$ cat src/rtl/demux_stream.sv
// demux_stream: routes one input stream into one of two independent 2-entry FIFO channels.
// Each channel keeps registered output data and a modulo-256 count of accepted words.
module demux_stream #(
  parameter int unsigned WIDTH = 8,
  parameter int unsigned DEPTH = 2
) (
  input  logic             clk,
  input  logic             rst_n,
  input  logic [WIDTH-1:0] in_data,
  input  logic             in_sel,
  input  logic             in_valid,
  output logic             in_ready,
  output logic [WIDTH-1:0] out0_data,
  output logic             out0_valid,
  input  logic             out0_ready,
  output logic [WIDTH-1:0] out1_data,
  output logic             out1_valid,
  input  logic             out1_ready,
  output logic [7:0]       cnt0,
  output logic [7:0]       cnt1
);

  localparam int unsigned NCH = 2;
  localparam int unsigned CW  = 8;
  localparam int unsigned OW  = 2;

  logic [WIDTH-1:0] mem [NCH][DEPTH];
  logic [NCH-1:0]   rd_ptr;
  logic [NCH-1:0]   wr_ptr;
  logic [OW-1:0]    occ [NCH];
  logic [CW-1:0]    cnt [NCH];

  logic [NCH-1:0]   full;
  logic [NCH-1:0]   push;
  logic [NCH-1:0]   pop;
  logic [NCH-1:0]   out_ready;

  assign out_ready = {out1_ready, out0_ready};

  // Handshake decode; in_ready looks only at the selected channel's fill level.
  always_comb begin
    full     = '0;
    pop      = '0;
    push     = '0;
    for (int i = 0; i < NCH; i++) begin
      full[i] = (occ[i] == OW'(2));
      pop[i]  = (occ[i] != OW'(0)) && out_ready[i];
    end
    in_ready       = !full[in_sel];
    push[in_sel]   = in_valid && in_ready;
  end

  // Storage is not reset; contents are only visible while occupancy is nonzero.
  always_ff @(posedge clk) begin
    for (int i = 0; i < NCH; i++) begin
      if (push[i]) begin
        mem[i][wr_ptr[i]] <= in_data;
      end
    end
  end

  always_ff @(posedge clk or negedge rst_n) begin
    if (!rst_n) begin
      rd_ptr <= '0;
      wr_ptr <= '0;
      for (int i = 0; i < NCH; i++) begin
        occ[i] <= '0;
        cnt[i] <= '0;
      end
    end else begin
      for (int i = 0; i < NCH; i++) begin
        if (push[i]) begin
          wr_ptr[i] <= ~wr_ptr[i];
          cnt[i]    <= cnt[i] + CW'(1);
        end
        if (pop[i]) begin
          rd_ptr[i] <= ~rd_ptr[i];
        end
        case ({push[i], pop[i]})
          2'b10:   occ[i] <= occ[i] + OW'(1);
          2'b01:   occ[i] <= occ[i] - OW'(1);
          default: occ[i] <= occ[i];
        endcase
      end
    end
  end

  assign out0_data  = mem[0][rd_ptr[0]];
  assign out1_data  = mem[1][rd_ptr[1]];
  assign out0_valid = (occ[0] != OW'(0));
  assign out1_valid = (occ[1] != OW'(0));
  assign cnt0       = cnt[0];
  assign cnt1       = cnt[1];

endmodule
$ cat config.mk
export PLATFORM = sky130hd
export DESIGN_NAME = demux_stream
export DESIGN_NICKNAME = d
export VERILOG_FILES = /design/src/rtl/demux_stream.sv
export SDC_FILE = /design/constraint.sdc
export NUM_CORES = 1
export LEC_CHECK = 0
export BUFFER_PORTS_ARGS = -buffer_cell sky130_fd_sc_hd__buf_2
export CAP_MARGIN = 10
export CORE_UTILIZATION = 45
export CTS_BUF_LIST = sky130_fd_sc_hd__clkbuf_4
export DETAILED_ROUTE_END_ITERATION = 7
export PLACE_DENSITY = 0.65
export REMOVE_ABC_BUFFERS = 1
export SYNTH_ARGS = -nofsm -noshare
export SYNTH_HDL_FRONTEND = slang
export SYNTH_SLANG_ARGS = --single-unit
$ cat constraint.sdc
create_clock -name clk -period 5.85 [get_ports clk]
set_clock_uncertainty 0.2 [all_clocks]
set_input_delay 0.2925 -clock clk [delete_from_list [all_inputs] [get_ports clk]]
set_output_delay 0.2925 -clock clk [all_outputs]
set_load 0.05 [all_outputs]
; Yosys cells after proc, flatten, opt, wreduce, memory -nomap -nowiden
; Memory sizes are Yosys's and may differ from the RTL's.
; Index checks and enable logic that the tools add are counted.
; Widths: inputs -> output; s select.
[classes]
n_lt_le_gt_ge = 8
mux = 23
n_reduce_logical = 12
n_bitwise = 9
n_eq_ne = 6
add_sub_neg = 6
[op_table]
columns = op, n
row1 = $mux 16, 4
row2 = $mux 8, 8
row3 = $add 8x1->8 const B, 2
row4 = $demux 8 s1, 2
row5 = $reduce_or 16->1, 1
row6 = $eq 2x2->1 const B, 4
row7 = $ge 2x2->1 const B, 4
row8 = $not 1->2, 4
row9 = $pmux 2 s2, 2
row10 = $reduce_bool 2->1, 4
row11 = $logic_and 1x1->1, 6
row12 = $mux 1, 6
row13 = $add 2x1->2 const B, 2
row14 = $eq 2x1->1 const B, 2
row15 = $lt 2x1->1 const B, 2
row16 = $not 1->1, 4
row17 = $sub 2x1->2 const B, 2
row18 = $and 2x2->2, 1
row19 = $lt 1x2->1 const B, 1
row20 = $demux 1 s1, 1
row21 = $ge 1x1->1 const B, 1
row22 = $logic_not 1->1, 1
[totals]
n_memories = 1
ff_bits = 24
wordCells = 73
out_inout_bits = 35
mem_bits_rw = 32
[memory_table]
columns = memory, depth, width, rd, rd_ports_with_merged_regs, write_ports, line_no
row1 = mem, 2, 16, 2, 0, 1, 27  ; logic [WIDTH-1:0] mem [NCH][DEPTH];

; Logic depth before layout (Yosys ltp)
; Gate-level depths: netlist of the first run.
[depth]
depth_word = 10
ltp_mapped = 8
ltp_nobuf = 7

; Least setup slack after synthesis of the first run
; No wires, ideal clock.
[synth_timing]
path_kind = register to register
startpoint = register occ[2] (netlist name)
endpoint = register occ[3] (netlist name)
path_stages_with_launch = 6
setup_ps = 79
arrival_time_ps = 1606
path_slack_ps = 3965
path_buffers = 0
path_cell_list = dfrtp_1 > or2_2 > and2_1 > ha_1 > nor2_1 > xor2_1
[synth_between]
elab_cells_between_ends = 14
cone_classes = add/sub: 2 / eq/ne: 3 / mux: 3 / bitwise: 1 / reduce/logical: 5
[synth_lines]
columns = element, line_no
row1 = start: declaration, 30  ; logic [OW-1:0] occ [NCH];
row2 = start signal: indexed assignment, 80  ; 2'b10: occ[i] <= occ[i] + OW'(1);
row3 = start signal: indexed assignment, 81  ; 2'b01: occ[i] <= occ[i] - OW'(1);
row4 = start signal: indexed assignment, 82  ; default: occ[i] <= occ[i];
row5 = $reduce_bool 2->1 *, n/a
row6 = net out0_valid, 14  ; output logic out0_valid,
row7 = $logic_and 1x1->1 *, 47  ; pop[i] = (occ[i] != OW'(0)) && out_ready[i];
row8 = net pop[0], 35  ; logic [NCH-1:0] pop;
row9 = $eq 2x1->1 / $eq 2x2->1 (equally long branches), 79  ; case ({push[i], pop[i]})
row10 = $pmux 2 s2 / $reduce_bool 2->1 (equally long branches), n/a
; Mark *: on every way through the listed nets, which the timed path passes. The rest lies on a longest branch. The select of a mux whose other input is x is not followed.
; A chain may end at the register's enable or synchronous reset.

; Worst setup path in the final report of the first run
[layout_timing]
startpoint = register occ[0] (netlist name)
endpoint = memory mem[0][28] (netlist name), enable pin
[layout_between]
elab_chain_len = 10
elab_cells_between_ends = 13
cone_classes = eq/ne: 1 / mux: 8 / bitwise: 1 / reduce/logical: 3
[layout_lines]
columns = element, line_no
row1 = $eq 2x2->1 *, 46  ; full[i] = (occ[i] == OW'(2));
row2 = $mux 1 (implied by the code) * (2 in a row), 49  ; in_ready = !full[in_sel];
row3 = $logic_not 1->1 *, 49
row4 = $logic_and 1x1->1 *, 50  ; push[in_sel] = in_valid && in_ready;
row5 = $and 2x2->2 (no line) *, n/a
row6 = $mux 1, 56  ; if (push[i]) begin
row7 = $mux 16 (implied by the code), 57  ; mem[i][wr_ptr[i]] <= in_data;
row8 = $reduce_or 16->1 (no line), n/a
row9 = $mux 1 (no line) / $mux 16 (equally long branches), n/a
row10 = end: declaration, 27
; Every way passes the cells marked *; elsewhere a longest branch is shown, timed or not. The select of a mux whose other input is x is not followed.

==> run_results.csv, run 1 <==
group,metric,value,unit
run_status,status,"complete, no violations",
sta,hold_viol,0,
routing,viasPerCell,4.69,
sta,tightestPinTransition,0.749,ns
sta,grt_setup_unrepaired,"no",
floorplan,initial_utilization,0.474,
logic_synthesis,muxShareOfSynthArea,0.0894,
floorplan,die_w,73,um
layout,fin_nets,223,
logic_synthesis,synthXorXnorAreaFrac,0.0927,
layout,final_cells,273,
routing,post_drt_wl_per_cell,14.4,um
clock_tree,ctsResizeCount,0,
power,peakVddDrop,0.263,mV
critical_path,crit_type,"register to register",
logic_synthesis,synth_area,2270,um^2
clock_tree,h-tree-depth,2,
clock_tree,cts_made_buffers,5,
critical_path,worst-endpoint-required,5.66,ns
power,pwr-share-comb,0.447,
grt,grt_usage,0.164,
power,seqPwrFrac,0.434,
placement,dp_cells,256,
logic_synthesis,yosysTopAreaCell,"edfxtp_1",
layout,mostFrequentLayoutCells,"buf_2, edfxtp_1, dfrtp_1, mux2_2, xnor2_1",
critical_path,worstPathArrival,2.07,ns
sta,slew_headroom,0.499,
power,p_int,0.756,mW
critical_path,start_kind,"register",
worst_hold_path,hp-class,"input port to register",
grt,antenna_found_initial,0,
grt,grt_pass1_vias,1304,
routing,drtIter0Drc,23,
clock_tree,cts_root_buf,"clkbuf_4",
logic_synthesis,synth_cell_types,22,
logic_synthesis,synth_top_family_by_area,"XOR/XNOR gates",
clock_tree,clk_path_buf_depth,2,
sta,setup_viol,0,
clock_tree,hold_buffers,9,
placement,place_congestion,0.725,
critical_path,critPathMaxFanout,9,
logic_synthesis,ys_warn_count,0,
sta,hold_ws,0.0324,ns
power,power_density,513,nW/um^2
logic_synthesis,yosysTopAreaCellShare,0.424,
routing,antenna_left,0,
grt,overflow,0,
logic_synthesis,synth_compound_area_frac,0,
clock_tree,cts_tree,"done",
power,p_sw_frac,0.457,
logic_synthesis,synth_cells,145,
clock_tree,clk_latency,0.37,ns
logic_synthesis,yosys.area_share.adder,0.0221,
routing,wirelength,3920,um
placement,numPortBuffers,48,
run,maxCapViolations,0,
grt,grt_pass1_wl,6420,um
routing,drc,0,
power,p_sw,0.637,mW
routing,dr.pass1.iters,4,
floorplan,rows,25,
layout,antennaDiodeCount,0,
placement,hpwlAfterDp,2760,um
power,p_leak,1.14,nW
sta,fmax,0.444,GHz
logic_synthesis,synthSimpleGateAreaFrac,0.0899,
power,clkPwrFrac,0.119,
layout,drive_gt1_frac,0.379,
layout,area_delta_synth_final,19.7,%
logic_synthesis,synthTopCellsByArea,"edfxtp_1, dfrtp_1, mux2_2, xnor2_1, xor2_1",
logic_synthesis,synth_seq_cells,56,
logic_synthesis,syn-mean-instance-area,15.6,um^2
clock_tree,post_cts_buffers,0,
grt,grt_max_degree,25,
clock_tree,clkSlewWorstSetupHoldPaths,0.15,ns
floorplan,die_h,73,um
layout,final_common_cell,"buf_2",
sta,min_period_over_period,0.385,
logic_synthesis,synth_seq_area_share,0.688,
sta,min_period,2.25,ns
critical_path,endpoint_kind,"register",
sta,maxSlewViolCount,0,
clock_tree,cts.sinks,56,
floorplan,pin_count,49,
floorplan,core_area,4790,um^2
sta,setup_tns,0,ns
routing,vias,1281,
floorplan,die-area,5330,um^2
[critical path, cell delays in order, from the launching register on]
cell and delay (ns):
dfrtp_1 0.44, nand2b_1 0.13, and3_1 0.34, inv_1 0.17, nor2_1 0.60
[cells by family (layout without fill, tap and decap cells)]
group	after synthesis	in the layout
muxes	18	18
adders and majority gates	4	4
DFF	56	56
xor gates and xnor gates	24	24
and+or+nand+nor	36	36
buffers and inverters	7	68
[sequential cells by signal, summed over array words and instances (netlist names)]
name	cells
cnt0	8
mem	32
occ	4
cnt1	8
wr_ptr	2
rd_ptr	2
[path summary, 6_finish.rpt]
check,start,slack [ns],end,depth (start not counted)
setup reg to reg,occ[0],3.60,mem[0][28],4
hold reg to reg,cnt1[7],0.28,cnt1[7],1
hold / removal,out1_ready,0.03,rd_ptr[1],3
setup / recovery,occ[0],3.60,mem[0][28],4
max in group asynchronous,rst_n,4.88,cnt0[3],2
min in group asynchronous,rst_n,0.20,cnt1[2],2
[metal layers]
metal  vias to the layer above  GRT usage  wire [um]  part of all wire
met5                         -          0          0                 0
met4                         0     0.0523         53             0.014
met3                         7     0.0428        148             0.038
met2                        28      0.266       1950              0.50
met1                       616      0.215       1770              0.45
li1                        630          -          -                 -
[per-stage QoR]
stage / total power [mW] / worst slack (ns) / cell area, um^2 / utilization
3_3_place_gp: 1.22 / 3.74 / 2570 / 0.537
4_1_cts: 1.41 / 3.54 / 2720 / 0.567
5_1_grt: 1.47 / 3.41 / 2720 / 0.567
6_report: 1.39 / 3.60 / 2720 / 0.567
2_1_floorplan: 1.09 / 3.96 / 2240 / -
3_5_place_dp: 1.24 / 3.57 / 2570 / 0.537
[cell type report]
type / instances / area [um^2]
Clock buffer: 6 / 45.0
Clock inverter: 2 / 11.3
Fill cell: 408 / 2070
Inverter: 3 / 16.3
Multi-Input combinational cell: 82 / 667
Sequential cell: 56 / 1560
Tap cell: 67 / 83.8
Timing Repair Buffer: 57 / 330
[Yosys cell counts (all sizes together)]
| master | instances |
|---|---|
| dfrtp | 24 |
| xor2 | 7 |
| and2 | 3 |
| clkbuf | 2 |
| or2 | 2 |
| xnor2 | 17 |
| ha | 4 |
| inv | 3 |
| buf | 2 |
| nand2 | 9 |
| nor3 | 2 |
| nand2b | 2 |
| and3 | 4 |
| nor2 | 5 |
| edfxtp | 32 |
| nand4 | 6 |
| mux2 | 18 |
| nand3 | 1 |
| and3b | 1 |
| nor4 | 1 |
[power groups by stage]
stage,Combinational (mW),Clock (mW),Sequential [mW]
after floorplan,0.390,0,0.701
after global placement,0.614,0,0.608
after detailed placement,0.623,0,0.615
after CTS,0.630,0.172,0.607
after global routing,0.659,0.187,0.621
final,0.622,0.165,0.605
Power figures use the tool's default switching activity.
==> run 2: changes to the inputs <==
PLACE_DENSITY = 0.68   (was 0.65)
clock period = 1.8 ns   (was 5.85 ns; I/O delays follow)
==> run 2 against run 1 <==
Sequential share of layout area down 4.2 points; global-route usage increased by 0.39 points; combinational power increased to 4.0 times the previous value; critical path depth shrank 1; via count increased by 7.3%; non-clock buffer count is 20 higher; flip-flop and latch count did not move; setup slack lost 3.5 ns; largest cell class unchanged; die area did not move; power increased to 3.5 times the previous value; worst hold slack worse by 0.024 ns; utilization increased by 4.5 points; highest routed layer unchanged.
==> run_results.csv, run 2 (synthesis results as in run 1) <==
group,metric,value,unit
critical_path,crit_type,"register to output pin",
run,maxCapViolations,0,
layout,mostFrequentLayoutCells,"buf_2, edfxtp_1, dfrtp_1, buf_4, mux2_2",
floorplan,rows,25,
layout,fin_nets,243,
worst_hold_path,min_from,"in_sel",
layout,regArea,1560,um^2
grt,grt_max_degree,25,
floorplan,pin_count,49,
grt,overflow,0,
floorplan,die_w,73,um
routing,viasPerCell,4.69,
routing,drc,0,
sta,min_period_over_period,0.973,
layout,drive_gt1_frac,0.473,
critical_path,endpoint_kind,"output pin",
routing,post_drt_wl_per_cell,14.4,um
layout,fill_cells,383,
routing,antenna_left,0,
floorplan,die-area,5330,um^2
routing,wirelength,4210,um
power,peakVddDrop,0.815,mV
sta,grt_setup_unrepaired,"yes",
sta,setup_slack,0.0495,ns
sta,tightestPinTransition,0.556,ns
power,seqPwrFrac,0.384,
clock_tree,clk_latency,0.37,ns
clock_tree,clkSlewWorstSetupHoldPaths,0.14,ns
clock_tree,h-tree-depth,2,
critical_path,startpoint,"rd_ptr[0]",
layout,antennaDiodeCount,0,
sta,min_period,1.75,ns
clock_tree,clk_path_buf_depth,2,
sta,slew_headroom,0.629,
worst_hold_path,hp-class,"input port to register",
clock_tree,cts_tree,"done",
sta,hold_ws,0.00838,ns
layout,final_cells,293,
sta,setup_viol,0,
power,p_int,2.72,mW
run_status,status,"complete, no violations",
placement,hpwlAfterDp,2810,um
clock_tree,cts_root_buf,"clkbuf_4",
layout,largest_reg_flops,32,
layout,final_common_cell,"buf_2",
placement,dp_cells,262,
routing,dr.pass1.iters,4,
sta,maxSlewViolCount,0,
power,p_sw_frac,0.444,
power,pwr-share-comb,0.513,
grt,antenna_found_initial,0,
floorplan,die_h,73,um
routing,vias,1375,
floorplan,core_area,4790,um^2
power,power_density,1670,nW/um^2
critical_path,worstPathArrival,1.46,ns
layout,final_core_util,0.613,
power,clkPwrFrac,0.104,
sta,hold_viol,0,
placement,preCtsSetupSlack,0.00236,ns
clock_tree,cts.sinks,56,
clock_tree,cts_made_buffers,5,
grt,grt_pass1_vias,1400,
power,p_leak,1.26,nW
critical_path,r2r-start,"occ[3]",
grt,grt_pass1_wl,6510,um
power,p_sw,2.17,mW
critical_path,start_kind,"register",
placement,numPortBuffers,48,
grt,grt_usage,0.168,
layout,multi_input_area,718,um^2
floorplan,initial_utilization,0.474,
sta,fmax,0.571,GHz
critical_path,worst-endpoint-required,1.51,ns
critical_path,critPathMaxFanout,4,
layout,area_delta_synth_final,29.2,%
routing,drtIter0Drc,52,
placement,place_congestion,0.692,
run 2: changes by cell type in the layout (fill, tap and decap cells not counted), sizes merged:
cell,before,now
dlygate4sd3,9,11
buf,48,64
clkbuf,6,7
clkinvlp,1,0
inv,4,3
clkinv,0,3
run 2: timing repair:
action,CTS,global route
hold buffers,11,0
setup endpoints to repair,18,26
endpoints found under the hold margin,59,0
cloned,0,0
setup buffers,4,8
resized for setup,5,21
pin swaps,1,3
run 2: power groups by stage:
stage	Combinational [mW]	Sequential [mW]	Clock, mW
2_1_floorplan	1.27	2.28	0
3_3_place_gp	2.01	1.96	0
3_5_place_dp	2.06	1.99	0
4_1_cts	2.19	1.95	0.527
5_1_grt	2.66	1.92	0.589
6_report	2.51	1.88	0.508
run 2: layer usage:
metal	routed length [um]	track usage	vias up
met3	135	0.0331	7
met2	2220	0.290	35
met5	0	0	-
met4	75	0.0719	0
met1	1780	0.205	662
li1	-	-	671
run 2: worst max-delay path, cell delays in order, from the launching register on:
cell      delay [ns]
dfrtp_2         0.38
clkbuf_2        0.17
mux2_2          0.35
buf_4           0.19
run 2: per-stage QoR:
step	area, um^2	setup TNS (ns)	total power, mW
after CTS	2830	0	4.67
after detailed placement	2610	0	4.04
after global routing	2930	-0.106	5.16
final	2930	0	4.90
after floorplan	2240	-1.45	3.55
after global placement	2610	0	3.97
run 2: path summary, 6_finish.rpt:
path / end / slack [ns] / cells past startpoint
max: out0_data[2] / 0.05 / 3
min: cnt1[0] / 0.008 / 4
max reg2reg: occ[3] / 0.06 / 6
min reg2reg: cnt1[7] / 0.28 / 1
max in group asynchronous: rd_ptr[1] / 0.99 / 2
min in group asynchronous: occ[2] / 0.02 / 2
run 2: area by class of cell:
class | count | share of cell area
clock buffers | 5 | 0.0128
clock inverters | 3 | 0.00469
inverters | 3 | 0.00555
multi-input cells | 82 | 0.245
flip-flops and latches | 56 | 0.534
well taps | 67 | 0.0286
repair buffers | 77 | 0.170
